**src/rtl/clz_pkg.sv**
```systemverilog
// Shared types and elaboration helpers for the CLZ normalization controller.
package clz_pkg;

    typedef enum logic [1:0] {
        IDLE  = 2'd0,
        COUNT = 2'd1,
        SHIFT = 2'd2,
        DONE  = 2'd3
    } clz_norm_state_t;

    localparam int LEGAL_WIDTH_A = 32;
    localparam int LEGAL_WIDTH_B = 24;

    function automatic bit is_legal_width(input int w);
        return (w == LEGAL_WIDTH_A) || (w == LEGAL_WIDTH_B);
    endfunction

endpackage

```
**src/rtl/clz_normalize_ctrl_if.sv**
```systemverilog
// Operand/exponent request and normalized result channels of the controller.
interface clz_normalize_ctrl_if #(
    parameter int DATA_WIDTH = 32,
    parameter int EXP_WIDTH  = 8
);
    localparam int LZW = $clog2(DATA_WIDTH);

    // Both channels: a beat moves on a rising edge where valid and ready are both 1;
    // the producer holds valid and payload stable until then and valid never waits on ready.
    logic                  valid_i;
    logic                  ready_o;
    logic [DATA_WIDTH-1:0] operand_i;
    logic [EXP_WIDTH-1:0]  exp_i;
    logic                  valid_o;
    logic                  ready_i;
    logic [DATA_WIDTH-1:0] result_o;
    logic [EXP_WIDTH-1:0]  exp_o;
    logic [LZW-1:0]        lz_count_o;
    logic                  zero_o;
    logic                  denorm_o;

    modport slave (
        input  valid_i, operand_i, exp_i, ready_i,
        output ready_o, valid_o, result_o, exp_o, lz_count_o, zero_o, denorm_o
    );

    modport master (
        output valid_i, operand_i, exp_i, ready_i,
        input  ready_o, valid_o, result_o, exp_o, lz_count_o, zero_o, denorm_o
    );
endinterface

```
**src/rtl/clz_normalize_ctrl_clz.sv**
```systemverilog
// Combinational leading-zero counter; the count is meaningless for an all-zero input.
module count_leading_zeros #(
    parameter int DATA_WIDTH = 32
) (
    input  logic [DATA_WIDTH-1:0]         data_i,
    output logic [$clog2(DATA_WIDTH)-1:0] count_o
);
    localparam int LZW = $clog2(DATA_WIDTH);

    // Later iterations overwrite earlier ones, so the highest set bit wins.
    always_comb begin
        count_o = '0;
        for (int i = 0; i < DATA_WIDTH; i++) begin
            if (data_i[i]) count_o = LZW'(DATA_WIDTH - 1 - i);
        end
    end
endmodule

```
**src/rtl/clz_normalize_ctrl.sv**
```systemverilog
// Normalization controller: count leading zeros, then left-justify the operand
// limited by the exponent, reporting zero and denormal outcomes.
module clz_normalize_ctrl
    import clz_pkg::*;
#(
    parameter int DATA_WIDTH = 32,
    parameter int EXP_WIDTH  = 8
) (
    input  logic                   clk_i,
    input  logic                   rst_n_i,
    clz_normalize_ctrl_if.slave    bus,
    output clz_norm_state_t        state_o
);
    localparam int LZW         = $clog2(DATA_WIDTH);
    localparam int CW          = (EXP_WIDTH > LZW) ? EXP_WIDTH : LZW;
    localparam int ZERO_LZ_INT = (DATA_WIDTH > (2**LZW) - 1) ? (2**LZW) - 1 : DATA_WIDTH;
    localparam logic [LZW-1:0] ZERO_LZ = LZW'(ZERO_LZ_INT);

    if (!is_legal_width(DATA_WIDTH)) begin : g_bad_width
        $error("clz_normalize_ctrl: DATA_WIDTH must be 32 or 24");
    end

    clz_norm_state_t state_q, state_d;

    logic [DATA_WIDTH-1:0] operand_q, operand_d;
    logic [EXP_WIDTH-1:0]  exp_q, exp_d;
    logic [LZW-1:0]        lz_q, lz_d;
    logic                  zero_q, zero_d;
    logic [DATA_WIDTH-1:0] res_q, res_d;
    logic [EXP_WIDTH-1:0]  exp_res_q, exp_res_d;
    logic [LZW-1:0]        lz_out_q, lz_out_d;
    logic                  zero_out_q, zero_out_d;
    logic                  denorm_q, denorm_d;
    logic                  valid_q, valid_d;

    logic [LZW-1:0] clz_count;
    logic           exp_lt_lz;
    logic [CW-1:0]  shamt;

    count_leading_zeros #(.DATA_WIDTH(DATA_WIDTH)) u_clz (
        .data_i  (operand_q),
        .count_o (clz_count)
    );

    always_ff @(posedge clk_i) begin
        if (!rst_n_i) state_q <= IDLE;
        else          state_q <= state_d;
    end

    always_comb begin
        state_d = IDLE;
        case (state_q)
            IDLE:    state_d = bus.valid_i ? COUNT : IDLE;
            COUNT:   state_d = SHIFT;
            SHIFT:   state_d = DONE;
            DONE:    state_d = (valid_q && bus.ready_i) ? IDLE : DONE;
            default: state_d = IDLE;
        endcase
    end

    always_comb begin
        bus.ready_o = (state_q == IDLE);
        state_o     = state_q;
    end

    // Shift is capped by the exponent so the adjusted exponent cannot underflow.
    assign exp_lt_lz = CW'(exp_q) < CW'(lz_q);
    assign shamt     = exp_lt_lz ? CW'(exp_q) : CW'(lz_q);

    always_comb begin
        operand_d  = operand_q;
        exp_d      = exp_q;
        lz_d       = lz_q;
        zero_d     = zero_q;
        res_d      = res_q;
        exp_res_d  = exp_res_q;
        lz_out_d   = lz_out_q;
        zero_out_d = zero_out_q;
        denorm_d   = denorm_q;
        case (state_q)
            IDLE: begin
                if (bus.valid_i) begin
                    operand_d = bus.operand_i;
                    exp_d     = bus.exp_i;
                end
            end
            COUNT: begin
                zero_d = ~|operand_q;
                lz_d   = (~|operand_q) ? ZERO_LZ : clz_count;
            end
            SHIFT: begin
                lz_out_d = lz_q;
                if (zero_q) begin
                    res_d      = '0;
                    exp_res_d  = '0;
                    zero_out_d = 1'b1;
                    denorm_d   = 1'b0;
                end else begin
                    res_d      = operand_q << shamt;
                    exp_res_d  = exp_q - EXP_WIDTH'(shamt);
                    zero_out_d = 1'b0;
                    denorm_d   = exp_lt_lz;
                end
            end
            default: ;
        endcase
        valid_d = (state_q == DONE) && !(valid_q && bus.ready_i);
    end

    always_ff @(posedge clk_i) begin
        if (!rst_n_i) begin
            operand_q  <= '0;
            exp_q      <= '0;
            lz_q       <= '0;
            zero_q     <= 1'b0;
            res_q      <= '0;
            exp_res_q  <= '0;
            lz_out_q   <= '0;
            zero_out_q <= 1'b0;
            denorm_q   <= 1'b0;
            valid_q    <= 1'b0;
        end else begin
            operand_q  <= operand_d;
            exp_q      <= exp_d;
            lz_q       <= lz_d;
            zero_q     <= zero_d;
            res_q      <= res_d;
            exp_res_q  <= exp_res_d;
            lz_out_q   <= lz_out_d;
            zero_out_q <= zero_out_d;
            denorm_q   <= denorm_d;
            valid_q    <= valid_d;
        end
    end

    assign bus.valid_o    = valid_q;
    assign bus.result_o   = res_q;
    assign bus.exp_o      = exp_res_q;
    assign bus.lz_count_o = lz_out_q;
    assign bus.zero_o     = zero_out_q;
    assign bus.denorm_o   = denorm_q;
endmodule
```
**src/flat_wrapper.sv**
```systemverilog
// flat-port wrapper written by rule: the top's interface ports become plain ports
module clz_normalize_ctrl_flat import clz_pkg::*;
#(
    parameter int DATA_WIDTH = 32,
    parameter int EXP_WIDTH  = 8
)
  (clk_i, rst_n_i, state_o, bus_valid_i, bus_operand_i, bus_exp_i, bus_ready_i, bus_ready_o, bus_valid_o, bus_result_o, bus_exp_o, bus_lz_count_o, bus_zero_o, bus_denorm_o);
  clz_normalize_ctrl_if #(.DATA_WIDTH(DATA_WIDTH), .EXP_WIDTH(EXP_WIDTH)) bus_i ();
  input  logic clk_i;
  input  logic rst_n_i;
  output clz_norm_state_t state_o;
  input wire logic [$bits(bus_i.valid_i)-1:0] bus_valid_i;
  input wire logic [$bits(bus_i.operand_i)-1:0] bus_operand_i;
  input wire logic [$bits(bus_i.exp_i)-1:0] bus_exp_i;
  input wire logic [$bits(bus_i.ready_i)-1:0] bus_ready_i;
  output wire logic [$bits(bus_i.ready_o)-1:0] bus_ready_o;
  output wire logic [$bits(bus_i.valid_o)-1:0] bus_valid_o;
  output wire logic [$bits(bus_i.result_o)-1:0] bus_result_o;
  output wire logic [$bits(bus_i.exp_o)-1:0] bus_exp_o;
  output wire logic [$bits(bus_i.lz_count_o)-1:0] bus_lz_count_o;
  output wire logic [$bits(bus_i.zero_o)-1:0] bus_zero_o;
  output wire logic [$bits(bus_i.denorm_o)-1:0] bus_denorm_o;
  assign bus_i.valid_i = bus_valid_i;
  assign bus_i.operand_i = bus_operand_i;
  assign bus_i.exp_i = bus_exp_i;
  assign bus_i.ready_i = bus_ready_i;
  assign bus_ready_o = bus_i.ready_o;
  assign bus_valid_o = bus_i.valid_o;
  assign bus_result_o = bus_i.result_o;
  assign bus_exp_o = bus_i.exp_o;
  assign bus_lz_count_o = bus_i.lz_count_o;
  assign bus_zero_o = bus_i.zero_o;
  assign bus_denorm_o = bus_i.denorm_o;
  clz_normalize_ctrl #(.DATA_WIDTH(DATA_WIDTH), .EXP_WIDTH(EXP_WIDTH)) u_core (.clk_i(clk_i), .rst_n_i(rst_n_i), .bus(bus_i), .state_o(state_o));
endmodule
```
**config.mk**
```make
export PLATFORM = sky130hd
export DESIGN_NAME = clz_normalize_ctrl_flat
export DESIGN_NICKNAME = d
export VERILOG_FILES = /design/src/rtl/clz_pkg.sv /design/src/rtl/clz_normalize_ctrl_if.sv /design/src/rtl/clz_normalize_ctrl_clz.sv /design/src/rtl/clz_normalize_ctrl.sv /design/src/flat_wrapper.sv
export SDC_FILE = /design/constraint.sdc
export NUM_CORES = 1
export LEC_CHECK = 0
export CELL_PAD_IN_SITES_DETAIL_PLACEMENT = 2
export CELL_PAD_IN_SITES_GLOBAL_PLACEMENT = 2
export CORE_AREA = 2 2 142 144
export DETAILED_ROUTE_END_ITERATION = 16
export DIE_AREA = 0 0 144 146
export PLACE_DENSITY = 0.78
export SYNTH_ARGS = -nofsm -noshare
export SYNTH_HDL_FRONTEND = slang
export SYNTH_SLANG_ARGS = --single-unit
```
**constraint.sdc**
```tcl
create_clock -name clk_i -period 9.72 [get_ports clk_i]
set_input_delay 1.944 -clock clk_i [delete_from_list [all_inputs] [get_ports clk_i]]
set_output_delay 1.944 -clock clk_i [all_outputs]
set_load 0.03 [all_outputs]
```
==> results.json, run 1 <==
{
  "synth.most_common_cell": "nand2_1",
  "finish.instance_area_um2": 7209,
  "ys_ff_latch": 96,
  "skew_ns": 0.007997,
  "nets": 823,
  "wl_per_cell_um": 19.96,
  "register_area_um2": 1922,
  "fin_setup_tns_ns": 0,
  "cts_tree": "yes",
  "outcome": "complete, no violations",
  "netlist_area_um2": 5762,
  "hold_buffers": 0,
  "power_frac_comb": 0.318,
  "io_buffer_count": 94,
  "drive_gt1_frac": 0.06339,
  "hold_depth": 2,
  "synth_top_family_by_area": "compound AO/OA/AOI/OAI gates",
  "intPower_w": 0.0007942,
  "setup_viol": 0,
  "place_ws_ns": 5.300,
  "synth.distinct_cells": 61,
  "clk_path_buf_depth": 2,
  "grt_overflow_total": 0,
  "p_per_area_nw_per_um2": 170.1,
  "syn2layout_area_growth_pct": 25.12,
  "ys.flop_type": "dfxtp_1",
  "fmax_mhz": 227.6,
  "switchingPower_w": 0.0004319,
  "drt_iter0_markers": 254,
  "crit_arrival_ns": 4.64,
  "antenna_found_initial": 0,
  "critPathRequiredTime_ns": 9.97,
  "via_count": 5554,
  "rsz0062_at_grt": "no",
  "grt_pass1_wl_mm": 33.51,
  "numClockSinks": 96,
  "drc": 0,
  "drv_slew": 0,
  "rr_worst_depth": 18,
  "clock_latency_ns": 0.36,
  "die_y_um": 146,
  "synth_nets": 757,
  "min_period_ns": 4.393,
  "vias_per_cell": 5.351,
  "async_flop_share": 0,
  "fin_ws_ns": 5.327,
  "place_congestion": 0.8396,
  "final_core_util": 0.3729,
  "core_area_um2": 19330,
  "fin_crit_sh": 0.4519,
  "clock_power_share": 0.320,
  "yosysWarningCount": 0,
  "cts_made_buffers": 9,
  "crit_type": "reg -> reg",
  "multiInputGateArea_um2": 3586,
  "first_pass_iters": 4,
  "cts.clk_slew.worst_paths_ns": 0.07,
  "post-cts-setup-buffers": 0,
  "synthSimpleGateAreaFrac": 0.2128,
  "start_util": 0.2980,
  "die_w_um": 144,
  "synth.area.top_cells": "dfxtp_1 (33%), mux2i_1 (11%), nand2_1 (8.9%), a21boi_0 (6.6%), a21oi_1 (3.0%)",
  "synth_edf_count": 0,
  "num_io_pins": 95,
  "synthAdderAreaFrac": 0.02302,
  "cp_cell_sequence": "inv_1 -> ha_1 -> a21oi_1 -> o21ai_2 -> a31oi_4 -> mux2i_4 -> buf_4 -> inv_1 -> ha_1 -> nor2b_1 -> o21ai_0 -> nand2b_1 -> a21o_1 -> a21o_1 -> nor3_1 -> xor2_1 -> a22oi_1 -> nor2b_1",
  "wl_mm": 20.71,
  "path_max_fanout": 30,
  "hp-class": "reg -> reg",
  "avgSynthCellArea_um2": 8.196,
  "synth_top_area_cell": "dfxtp_1",
  "synth-seq-area-share": 0.3336,
  "whs_ns": 0.4656,
  "grt.total_usage": 0.2027,
  "cpPeakStageDelay_ns": 0.46,
  "maxCapViolCount": 0,
  "synth_xor_area_frac": 0.007600,
  "startpoint_type": "flop",
  "cts.repair.resized": 0,
  "cpMaxStageDelayCell": "inv_1",
  "pwr-share-seq": 0.362,
  "n_antenna_cell": 0,
  "p_leak_nw": 2.678,
  "synth_compound_area_frac": 0.2374,
  "rows": 51,
  "max_slew_margin": 0.2285,
  "die_area_um2": 21020,
  "cp-end-kind": "flop",
  "worst_slew_pin_slew_ns": 1.142,
  "peakVddDrop_uv": 87.56,
  "hold_violations": 0,
  "htree_levels": 3,
  "grt_pass1_vias": 5951,
  "synth_top_area_share": 0.3336,
  "hpwlAfterDp_mm": 15.84,
  "place_area_um2": 6892,
  "synthCells": 703,
  "grt_max_degree": 91,
  "p_sw_frac": 0.3522,
  "cts_root_buf": "clkbuf_16",
  "synth.area.mux_share": 0.1394,
  "synth_commonest_cells": "nand2_1 (136), dfxtp_1 (96), mux2i_1 (62)",
  "drtAntennaViolNets": 0,
  "fill_cells": 2205
}
path summary, 6_finish.rpt:
kind                           startpoint  slack [ns]                       to
setup / recovery           u_core.lz_q[2]        5.33      u_core.bus.exp_o[7]
hold / removal    u_core.bus.result_o[13]        0.47  u_core.bus.result_o[13]
setup reg to reg           u_core.lz_q[2]        5.33      u_core.bus.exp_o[7]
hold reg to reg   u_core.bus.result_o[13]        0.47  u_core.bus.result_o[13]
registers in the layout, indices dropped and copies added (netlist names):
signal,flops
u_core.bus.result_o,32
u_core.operand_q,32
u_core.bus.exp_o,8
u_core.exp_q,8
u_core.bus.lz_count_o,5
u_core.lz_q,5
u_core.state_o,2
u_core.bus.denorm_o,1
u_core.bus.valid_o,1
u_core.bus.zero_o,1
u_core.zero_q,1
layout make-up:
class	instances	share of cell area
well taps	265	0.04599
repair buffers	101	0.1371
multi-input cells	544	0.4974
clock inverters	6	0.01284
inverters	17	0.008851
flip-flops and latches	96	0.2666
clock buffers	9	0.03124
routing by layer:
metal,vias up,global-route usage,routed length [µm]
li1,2651,-,-
met1,2766,0.2810,9825
met2,114,0.3193,9625
met3,23,0.03093,713
met4,0,0.07059,550
met5,-,0,0
placed cells by master (no fill, tap or decap), types with 7 or more instances in the layout:
cell type / Yosys / final
clkdlybuf4s50_1: 0 / 93
mux2_2: 9 / 9
inv_1: 16 / 16
a221o_1: 7 / 7
nor2b_1: 24 / 24
and2_1: 12 / 12
mux2i_1: 62 / 61
a211oi_1: 10 / 10
ha_1: 9 / 9
clkbuf_16: 0 / 9
nor3_1: 11 / 11
o21ai_0: 24 / 24
buf_4: 3 / 7
a22oi_1: 9 / 9
nand2_1: 136 / 136
a31oi_1: 7 / 7
nor4_1: 8 / 8
a21boi_0: 51 / 51
nand3_1: 29 / 29
nor2_1: 29 / 29
a21oi_1: 34 / 34
dfxtp_1: 96 / 96
stage by stage:
step | power, W | cells
6_report | 0.001226 | 1038
5_1_grt | 0.001292 | 1038
4_1_cts | 0.001236 | 1038
3_5_place_dp | 0.0008412 | 1023
3_3_place_gp | 0.0008261 | 1023
2_1_floorplan | 0.0007109 | 703
cell families after synthesis:
group | after synthesis
muxes | 75
adders and majority gates | 10
DFF | 96
buffers and inverters | 63
xor gates and xnor gates | 5
and+or+nand+nor | 265
AOI/OAI and AO/OA | 189
power groups by stage:
stage | clock, W | sequential [W] | combinational (W)
6_report | 0.000392 | 0.000444 | 0.000390
5_1_grt | 0.000419 | 0.000448 | 0.000425
4_1_cts | 0.000401 | 0.000444 | 0.000391
3_5_place_dp | 0 | 0.000453 | 0.000388
3_3_place_gp | 0 | 0.000450 | 0.000376
2_1_floorplan | 0 | 0.000463 | 0.000248
critical path, delay by kind of cell, from the launching register on:
kind	cells	cell delay, ns
DFF	1	0.37
xor gates and xnor gates	1	0.10
adders and majority gates	2	0.73
and+or+nand+nor	4	0.48
AOI/OAI and AO/OA	7	1.42
muxes	1	0.27
buffers and inverters	3	0.91
(Power assumes the default switching activity.)
==> run 2, diff against run 1 <==
clock period = 4.4 ns   (was 9.72 ns; I/O delays follow)
==> results.json, run 2 (same netlist as run 1, synthesis figures left out) <==
{
  "switchingPower_w": 0.0009240,
  "fin_setup_tns_ns": 0,
  "rrSetupSlack_ns": 0.61,
  "clock_power_share": 0.299,
  "rows": 51,
  "final_cell_mix": "nand2_1 (136), dfxtp_1 (96), clkdlybuf4s50_1 (93), mux2i_1 (61), a21boi_0 (51)",
  "antenna_found_initial": 0,
  "io_buffer_count": 94,
  "core_area_um2": 19330,
  "hold_violations": 0,
  "grt_pass1_wl_mm": 33.02,
  "crit_arrival_ns": 4.03,
  "hp-class": "reg -> reg",
  "numClockSinks": 96,
  "grt_pass1_vias": 5885,
  "drc": 0,
  "power_frac_comb": 0.327,
  "htree_levels": 3,
  "p_sw_frac": 0.3521,
  "die_area_um2": 21020,
  "syn2layout_area_growth_pct": 25.12,
  "place_congestion": 0.8252,
  "die_w_um": 144,
  "rr_worst_depth": 15,
  "wl_per_cell_um": 19.63,
  "cts.clk_slew.worst_paths_ns": 0.07,
  "cpPeakStageDelay_ns": 0.59,
  "cts_made_buffers": 9,
  "fin_crit_sh": 0.8616,
  "intPower_w": 0.001700,
  "drtAntennaViolNets": 0,
  "drt_iter0_markers": 269,
  "grt_max_degree": 90,
  "pwr-share-seq": 0.375,
  "finalNonFillerCells": 1043,
  "fmax_mhz": 263.8,
  "path_max_fanout": 22,
  "clk_path_buf_depth": 2,
  "first_pass_iters": 4,
  "final_common_cell": "nand2_1",
  "cpMaxStageDelayCell": "mux2_2",
  "nets": 828,
  "hold_buffers": 0,
  "outcome": "complete, no violations",
  "min_period_ns": 3.791,
  "setup_viol": 0,
  "maxCapViolCount": 0,
  "drive_gt1_frac": 0.06555,
  "dp_cells": 1028,
  "start_util": 0.2980,
  "p_per_area_nw_per_um2": 364.0,
  "via_count": 5478,
  "post-cts-setup-buffers": 0,
  "num_io_pins": 95,
  "cp_cell_sequence": "inv_1 -> ha_1 -> a21oi_1 -> o21ai_2 -> a31oi_4 -> mux2_2 -> inv_2 -> ha_1 -> nor2b_1 -> o21ai_0 -> nand2b_1 -> a211oi_1 -> xor2_1 -> a22oi_1 -> nor2b_1",
  "min_to": "u_core.bus.result_o[13]",
  "drv_slew": 0,
  "cts.repair.resized": 0,
  "hpwlAfterDp_mm": 15.91,
  "worst_slew_pin_slew_ns": 0.8722,
  "hold_depth": 2,
  "n_antenna_cell": 0,
  "cts_tree": "yes",
  "grt_overflow_total": 0,
  "startpoint_type": "flop",
  "rsz0062_at_grt": "no",
  "min_from": "u_core.bus.result_o[13]",
  "clock_latency_ns": 0.36,
  "p_leak_nw": 2.683,
  "cts_root_buf": "clkbuf_16",
  "rr_startpoint": "u_core.lz_q[2]",
  "grt.total_usage": 0.1979,
  "critPathRequiredTime_ns": 4.64,
  "cp-end-kind": "flop",
  "wl_mm": 20.48,
  "totalPowerFinal_w": 0.002624,
  "skew_ns": 0.007703,
  "max_slew_margin": 0.4173,
  "crit_type": "reg -> reg",
  "peakVddDrop_uv": 159.1,
  "die_y_um": 146,
  "vias_per_cell": 5.252,
  "r2r-end": "u_core.bus.exp_o[6]"
}
run 2: critical path, delay by kind of cell (launching register included):
kind            cells  cell delay [ns]
compound gates      6             1.42
simple gates        3             0.36
mux                 1             0.59
buf+inv             2             0.14
xor+xnor            1             0.12
fa+ha+maj           2             0.64
flops               1             0.40
run 2: worst max path at each step:
stage | depth (start not counted) | endpoint | slack [ns] | start
after floorplan | 18 | u_core.bus.exp_o[7] | 0.98 | u_core.lz_q[2]
after global placement | 16 | u_core.bus.exp_o[6] | 0.88 | u_core.lz_q[2]
after detailed placement | 15 | u_core.bus.exp_o[6] | 0.65 | u_core.lz_q[2]
after CTS | 16 | u_core.bus.exp_o[7] | 0.62 | u_core.lz_q[2]
after global routing | 16 | u_core.bus.exp_o[7] | 0.31 | u_core.lz_q[2]
final | 15 | u_core.bus.exp_o[6] | 0.61 | u_core.lz_q[2]
run 2: through the flow:
stage / hold WS, ns / worst slack, ns / utilization / instance area (µm²)
after global routing: 0.5117 / 0.3101 / 0.3729 / 7209
after CTS: 0.4752 / 0.6185 / 0.3729 / 7209
after detailed placement: 0.4604 / 0.6493 / 0.3584 / 6929
after global placement: 0.4419 / 0.8839 / 0.3584 / 6929
after floorplan: 0.4537 / 0.9766 / - / 5762
final: 0.4678 / 0.6091 / 0.3729 / 7209
run 2: power by group through the flow:
| stage | Clock (W) | Combinational, W | Sequential [W] |
|---|---|---|---|
| 4_1_cts | 0.000803 | 0.000861 | 0.000983 |
| 2_1_floorplan | 0 | 0.000547 | 0.00102 |
| 3_5_place_dp | 0 | 0.000855 | 0.00100 |
| 5_1_grt | 0.000843 | 0.000934 | 0.000992 |
| 6_report | 0.000784 | 0.000857 | 0.000983 |
| 3_3_place_gp | 0 | 0.000829 | 0.00100 |
run 2: layout make-up:
cell class                      count  area, µm²
Inverter                           17      63.81
Fill cell                        2217      12130
Timing Repair Buffer              106       1026
Clock inverter                      3      43.79
Sequential cell                    96       1922
Multi-Input combinational cell    544       3586
Tap cell                          265      331.6
Clock buffer                       12      236.5
run 2: metal layers:
metal / up-vias / share of wire / track usage
li1: 2648 / - / -
met1: 2700 / 0.48 / 0.2753
met2: 104 / 0.47 / 0.3198
met3: 26 / 0.027 / 0.02402
met4: 0 / 0.019 / 0.05931
met5: - / 0 / 0
